===== src/rtl/wr_ctrl_if.sv =====
// Producer / buffer-write / slot-status bundle for the ping-pong write controller.
// Ports (master = wr_ctrl view):
//   din, din_vld      producer byte and strobe (in)
//   din_rdy, din_err  accept-ready and dropped-byte pulse (out)
//   r_done            one-hot slot release from the read controller (in)
//   w_en, w_addr, w_data  buffer write port (out)
//   status_vld        per-slot "holds unread data" flags (out)
//   err_cnt           saturating count of dropped bytes (out)
interface wr_ctrl_if #(
  parameter int unsigned DW  = 8,
  parameter int unsigned ECW = 8
);
  logic [DW-1:0]  din;
  logic           din_vld;
  logic           din_rdy;
  logic           din_err;
  logic [1:0]     r_done;
  logic           w_en;
  logic           w_addr;
  logic [DW-1:0]  w_data;
  logic [1:0]     status_vld;
  logic [ECW-1:0] err_cnt;

  modport master (
    input  din, din_vld, r_done,
    output din_rdy, din_err, w_en, w_addr, w_data, status_vld, err_cnt
  );

  modport slave (
    output din, din_vld, r_done,
    input  din_rdy, din_err, w_en, w_addr, w_data, status_vld, err_cnt
  );
endinterface


===== src/rtl/wr_ctrl.sv =====
// Write-side controller for a 2-entry ping-pong byte buffer.
// Accepts producer bytes (valid/ready), writes them alternately to slot 0/1,
// owns the per-slot valid flags released by the read controller via r_done,
// and flags/counts bytes offered while the target slot is still full.
// Ports:
//   clk  rising-edge clock
//   rst  synchronous active-high reset
//   bus  wr_ctrl_if.master (producer handshake, buffer write port, status)
module wr_ctrl #(
  parameter int unsigned DW  = 8,
  parameter int unsigned ECW = 8
) (
  input  logic       clk,
  input  logic       rst,
  wr_ctrl_if.master  bus
);

  localparam int unsigned SLOTS = 2;

  typedef enum logic [1:0] {
    INIT = 2'd0,
    IDLE = 2'd1,
    WR   = 2'd2,
    ERR  = 2'd3
  } state_t;

  state_t             state;
  state_t             next_state;
  logic               take;
  logic [SLOTS-1:0]   set_mask;
  logic [SLOTS-1:0]   status_next;

  logic               din_rdy_q;
  logic               din_err_q;
  logic               w_en_q;
  logic               w_addr_q;
  logic [DW-1:0]      w_data_q;
  logic [SLOTS-1:0]   status_q;
  logic [ECW-1:0]     err_cnt_q;

  // State register
  always_ff @(posedge clk) begin
    if (rst) state <= INIT;
    else     state <= next_state;
  end

  // Next-state, capture strobe and flag update
  always_comb begin
    next_state  = state;
    take        = 1'b0;
    set_mask    = '0;
    case (state)
      INIT: next_state = IDLE;
      IDLE: begin
        if (bus.din_vld) begin
          if (status_q[w_addr_q]) begin
            next_state = ERR;
          end else begin
            next_state = WR;
            take       = 1'b1;
          end
        end
      end
      WR: begin
        next_state = IDLE;
        set_mask   = w_addr_q ? 2'b10 : 2'b01;
      end
      ERR:     next_state = IDLE;
      default: next_state = INIT;
    endcase
    // Set has priority over a same-cycle release of the same slot
    status_next = (status_q & ~bus.r_done) | set_mask;
  end

  // Datapath and registered outputs; strobes decoded from the next state
  always_ff @(posedge clk) begin
    if (rst) begin
      din_rdy_q <= 1'b0;
      din_err_q <= 1'b0;
      w_en_q    <= 1'b0;
      w_addr_q  <= 1'b0;
      w_data_q  <= '0;
      status_q  <= '0;
      err_cnt_q <= '0;
    end else begin
      din_rdy_q <= (next_state == IDLE);
      din_err_q <= (next_state == ERR);
      w_en_q    <= (next_state == WR);
      status_q  <= status_next;
      if (take)
        w_data_q <= bus.din;
      // Slot pointer only advances on a completed write, so drops keep order
      if (state == WR)
        w_addr_q <= ~w_addr_q;
      if ((state == ERR) && (err_cnt_q != {ECW{1'b1}}))
        err_cnt_q <= err_cnt_q + ECW'(1);
    end
  end

  assign bus.din_rdy    = din_rdy_q;
  assign bus.din_err    = din_err_q;
  assign bus.w_en       = w_en_q;
  assign bus.w_addr     = w_addr_q;
  assign bus.w_data     = w_data_q;
  assign bus.status_vld = status_q;
  assign bus.err_cnt    = err_cnt_q;

endmodule


===== src/flat_wrapper.sv =====
// flat-port wrapper written by rule: the top's interface ports become plain ports
module wr_ctrl_flat 
#(
  parameter int unsigned DW  = 8,
  parameter int unsigned ECW = 8
)
  (clk, rst, bus_din, bus_din_vld, bus_r_done, bus_din_rdy, bus_din_err, bus_w_en, bus_w_addr, bus_w_data, bus_status_vld, bus_err_cnt);
  wr_ctrl_if #(.DW(DW), .ECW(ECW)) bus_i ();
  input  logic clk;
  input  logic rst;
  input wire logic [$bits(bus_i.din)-1:0] bus_din;
  input wire logic [$bits(bus_i.din_vld)-1:0] bus_din_vld;
  input wire logic [$bits(bus_i.r_done)-1:0] bus_r_done;
  output wire logic [$bits(bus_i.din_rdy)-1:0] bus_din_rdy;
  output wire logic [$bits(bus_i.din_err)-1:0] bus_din_err;
  output wire logic [$bits(bus_i.w_en)-1:0] bus_w_en;
  output wire logic [$bits(bus_i.w_addr)-1:0] bus_w_addr;
  output wire logic [$bits(bus_i.w_data)-1:0] bus_w_data;
  output wire logic [$bits(bus_i.status_vld)-1:0] bus_status_vld;
  output wire logic [$bits(bus_i.err_cnt)-1:0] bus_err_cnt;
  assign bus_i.din = bus_din;
  assign bus_i.din_vld = bus_din_vld;
  assign bus_i.r_done = bus_r_done;
  assign bus_din_rdy = bus_i.din_rdy;
  assign bus_din_err = bus_i.din_err;
  assign bus_w_en = bus_i.w_en;
  assign bus_w_addr = bus_i.w_addr;
  assign bus_w_data = bus_i.w_data;
  assign bus_status_vld = bus_i.status_vld;
  assign bus_err_cnt = bus_i.err_cnt;
  wr_ctrl #(.DW(DW), .ECW(ECW)) u_core (.clk(clk), .rst(rst), .bus(bus_i));
endmodule

===== config.mk =====
export PLATFORM = sky130hd
export DESIGN_NAME = wr_ctrl_flat
export DESIGN_NICKNAME = d
export VERILOG_FILES = /design/src/rtl/wr_ctrl_if.sv /design/src/rtl/wr_ctrl.sv /design/src/flat_wrapper.sv
export SDC_FILE = /design/constraint.sdc
export NUM_CORES = 1
export LEC_CHECK = 0
export ABC_AREA = 1
export CAP_MARGIN = 40
export CORE_MARGIN = 2
export CORE_UTILIZATION = 44
export DETAILED_ROUTE_END_ITERATION = 12
export PLACE_DENSITY = 0.77
export RECOVER_POWER = 50
export SLEW_MARGIN = 20
export SYNTH_ARGS = -nofsm -noshare
export SYNTH_HDL_FRONTEND = slang
export SYNTH_SLANG_ARGS = --single-unit

===== constraint.sdc =====
create_clock -name clk -period 1.4 [get_ports clk]
set_input_delay 0.14 -clock clk [delete_from_list [all_inputs] [get_ports clk]]
set_output_delay 0.14 -clock clk [all_outputs]
set_load 0.05 [all_outputs]

==> summary by stage <==
Critical path
STA puts the critical path data required time at 1670 ps. The largest fanout on the critical path is 9. STA classifies the critical path startpoint as a flip-flop.

The kind of critical path is flip-flop to flip-flop. The signal arrival time at the worst endpoint is 1510 ps. The category of the worst setup path capture point is a flip-flop.

Global route
The via count of the first global-routing pass is 960. Entering global routing, the biggest net connects 14 pins. The overall routing resource usage is 18.8%.

The wire length of the first global-routing pass is 3900 um. For this run the aggregate overflow at the end of global routing stands at 0. The initial antenna violation count is 0.

Detailed routing
The detailed router's first-iteration violation count is 20. The routed design has 2220 um of wire. After detailed routing, the number of vias per cell comes to 4.63. The number of optimization iterations in the first detailed-route pass is 3.

The detailed-route via count is 953. In this run the remaining antenna-violating nets after routing total 0. In the final routed layout, each cell accounts on average for 10.8 um. The detailed-route DRC error count is 0.

Outcome
The flow ran to the end, and the final reports show no timing, DRC or antenna violations.

Pwr
The areal power density over the cells is 861 nW/um^2. VDD sags by at most 0.672 mV. The clock network burns 27.7% of the power. The switching portion of total power is 27.1%. The net switching power of the design is 352 uW. The internal power component is 946 uW.

In this run the static leakage power is 0.000690 uW. The fraction of power consumed by combinational cells is 16.3%. The overall power consumption is 1300 uW. Per report_power, the sequential group accounts for 56.0% of the total.

Final layout
The area taken by flip-flops and latches is 483 um^2. Summing all multi-input logic gate instances after layout gives 503 um^2. In the final layout, the share of cells above drive strength 1 is 27.0%.

Fill cells in the final layout number 201. At the end of the flow, the number of nets in the layout was 193. 0 antenna diodes ended up in the layout. Relative to the synthesized area, the layout overhead comes to 41.5%.

Clock network
The H-tree depth is 1. After clock tree synthesis, the clock-pin slew on the worst setup and hold paths is 130 ps. The total CTS buffers is 3. The clock network latency to the later pin of the worst-skew pair is 320 ps. The cell sitting at the root of the clock tree is a sky130_fd_sc_hd__clkbuf_4. The number of buffers added for setup after CTS is 0. The number of buffers on the longest clock path is 2. TritonCTS built the clock tree. After clock tree synthesis, the flow added hold-fix buffers numbering 0. The CTS sink count is 24. The number of gates given a new drive strength after cts is 0.

Yosys
The number of distinct standard cells referenced by the synthesized netlist is 23. The share of the Yosys chip area taken by registers is 45.1%. The cell count after synthesis came out at 138.

Sorting the synthesized cells by area gives the leading types as sky130_fd_sc_hd__dfxtp_1 45%, sky130_fd_sc_hd__nand2_1 17%, sky130_fd_sc_hd__nor2_1 5.3%, sky130_fd_sc_hd__inv_1 4.2%, sky130_fd_sc_hd__nor2_8 3.8%. The net count of the mapped netlist is 152. The post-synth design cell area is 1070 um^2. The synthesized area per cell is 7.72 um^2. The top cell type by area accounts for 45.1% of the synthesized area. The Yosys step of the flow raised 0 warnings. The biggest area contributor in the post-synthesis netlist is sky130_fd_sc_hd__dfxtp_1.

The synthesized design contains 24 register bits.

STA
The pin slew with the least headroom to its limit is 333 ps. The number of max-slew violations in the final report is 0. The highest attainable clock frequency is 0.810 GHz.

The clock period could shrink to 1230 ps. Setup repair after global routing left no endpoint under its margin. The total negative slack is 0 ps. After layout, the worst path uses 88.2% of the clock period. The worst clock skew on the final layout is 7.09 ps.

The worst pin sits at a relative slew slack of 77.8%. The final count of hold timing violations is 0. The number of setup violations in the final report is 0.

Die
In this run the count of I/O pins placed on the die edge is 35. The row count is 17. The floorplan step defined a core boundary enclosing 2250 um^2. The full die area is 2830 um^2. The floorplan die height is 53.2 um. The initial utilization of the core area, before any placement, comes to 47.3%. The width of the chip is 53.2 um.

Place
At the end of routability-driven placement, the weighted congestion stood at 0.778. Detailed placement finished with a half-perimeter wire length of 1820 um. The number of buffers added on ports is 34.

Worst hold path
The path class of the lowest-slack min-delay path is input port to flip-flop.

Job
The max-cap check violation count is 0.
-- cell type report --
cell class	instances	share of cell area, %
timing repair buffer	37	25.9
sequential	24	32.0
clock buffer	4	2.40
tap	28	2.32
inverter	15	4.06
multi-input combinational	98	33.3
-- flip-flops by register name, indices dropped and copies added (netlist names) --
name	cells
u_core.bus.err_cnt	8
u_core.state	2
u_core.bus.w_en	1
u_core.bus.w_data	8
u_core.bus.w_addr	1
u_core.bus.din_rdy	1
u_core.bus.status_vld	2
u_core.bus.din_err	1
-- routing by layer --
metal	global-route usage (%)	wire (um)	part of all wire (%)
met1	21.6	969	44
met2	33.5	1130	51
met3	2.82	78	3.5
met4	8.97	46	2.1
met5	0	0	0
-- cell usage after synthesis --
library cell / instances
sky130_fd_sc_hd__a21oi_2: 3
sky130_fd_sc_hd__nand2_2: 4
sky130_fd_sc_hd__o21ai_0: 3
sky130_fd_sc_hd__nand3_1: 6
sky130_fd_sc_hd__nand3_4: 1
sky130_fd_sc_hd__nand2_1: 47
sky130_fd_sc_hd__nor2_2: 1
sky130_fd_sc_hd__a21oi_1: 3
sky130_fd_sc_hd__ha_1: 1
sky130_fd_sc_hd__o22ai_1: 1
sky130_fd_sc_hd__o21a_1: 1
sky130_fd_sc_hd__nor2_1: 15
sky130_fd_sc_hd__inv_1: 12
sky130_fd_sc_hd__nor2_8: 2
sky130_fd_sc_hd__xor2_1: 2
sky130_fd_sc_hd__nor3_1: 3
sky130_fd_sc_hd__nor2_4: 2
sky130_fd_sc_hd__buf_2: 1
sky130_fd_sc_hd__o21bai_1: 1
sky130_fd_sc_hd__inv_2: 2
sky130_fd_sc_hd__dfxtp_1: 24
sky130_fd_sc_hd__clkinv_4: 1
sky130_fd_sc_hd__nand2_4: 2
-- cell families (layout without fill, tap and decap cells) --
kind of cell | Yosys count | after routing | share of synthesized area (%)
simple gates | 83 | 83 | 38.6
flops | 24 | 24 | 45.1
buf+inv | 16 | 56 | 6.22
compound gates | 12 | 12 | 7.28
xor+xnor | 2 | 2 | 1.64
fa+ha+maj | 1 | 1 | 1.17
-- stage by stage --
step           setup WS [ps]  area, um^2  utilization (%)  hold slack, ps  cells
2_1_floorplan           2.73        1070                -             250    138
3_3_place_gp            98.5        1520             67.6             430    202
3_5_place_dp            59.6        1520             67.6             435    202
4_1_cts                  189        1560             69.2             343    206
5_1_grt                 51.5        1510             66.9             353    206
6_report                 166        1510             66.9             347    206
-- worst max-delay path, stage by stage, from the launching register on --
cell and delay (ps):
sky130_fd_sc_hd__dfxtp_1 450, sky130_fd_sc_hd__inv_1 90, sky130_fd_sc_hd__nand2_1 120, sky130_fd_sc_hd__nand3_4 90, sky130_fd_sc_hd__nor2_2 280, sky130_fd_sc_hd__nand2_1 100, sky130_fd_sc_hd__nand2_1 70
-- placed cells by master, fill, tap and decap left out --
master | netlist | final
sky130_fd_sc_hd__nor2_4 | 2 | 2
sky130_fd_sc_hd__nand2_2 | 4 | 3
sky130_fd_sc_hd__nor2_1 | 15 | 15
sky130_fd_sc_hd__buf_4 | 0 | 4
sky130_fd_sc_hd__a21oi_2 | 3 | 3
sky130_fd_sc_hd__o22ai_1 | 1 | 1
sky130_fd_sc_hd__inv_2 | 2 | 2
sky130_fd_sc_hd__clkdlybuf4s50_1 | 0 | 12
sky130_fd_sc_hd__nor3_1 | 3 | 3
sky130_fd_sc_hd__clkbuf_4 | 0 | 3
sky130_fd_sc_hd__o21ai_0 | 3 | 3
sky130_fd_sc_hd__ha_1 | 1 | 1
sky130_fd_sc_hd__dfxtp_1 | 24 | 22
sky130_fd_sc_hd__nand2_1 | 47 | 48
sky130_fd_sc_hd__clkbuf_8 | 0 | 1
sky130_fd_sc_hd__nor2_2 | 1 | 2
sky130_fd_sc_hd__xor2_1 | 2 | 2
sky130_fd_sc_hd__a21oi_1 | 3 | 3
sky130_fd_sc_hd__inv_1 | 12 | 12
sky130_fd_sc_hd__dfxtp_2 | 0 | 2
sky130_fd_sc_hd__nand3_4 | 1 | 1
sky130_fd_sc_hd__nand3_1 | 6 | 6
sky130_fd_sc_hd__o21bai_1 | 1 | 1
sky130_fd_sc_hd__nand2_4 | 2 | 2
sky130_fd_sc_hd__nor2_8 | 2 | 1
sky130_fd_sc_hd__buf_12 | 0 | 9
sky130_fd_sc_hd__clkbuf_2 | 0 | 12
sky130_fd_sc_hd__clkinv_4 | 1 | 1
sky130_fd_sc_hd__o21a_1 | 1 | 1
-- worst paths after layout --
kind	startpoint	end	slack, ps	cells past startpoint
min	bus_din[6]	u_core.bus.w_data[6]	350	3
max reg2reg	u_core.bus.w_addr	u_core.bus.w_data[5]	170	6
max	u_core.bus.w_addr	u_core.bus.w_data[5]	170	6
min reg2reg	u_core.bus.w_data[7]	u_core.bus.w_data[7]	450	2
-- power by group through the flow --
| stage | clock network, uW | registers (uW) | logic [uW] |
|---|---|---|---|
| detailed placement | 0 | 743 | 229 |
| CTS | 374 | 728 | 229 |
| finish | 360 | 727 | 212 |
| floorplan | 0 | 814 | 58.6 |
| global route | 398 | 731 | 227 |
| global placement | 0 | 742 | 224 |
No activity file was read; power rests on OpenSTA's default activity.
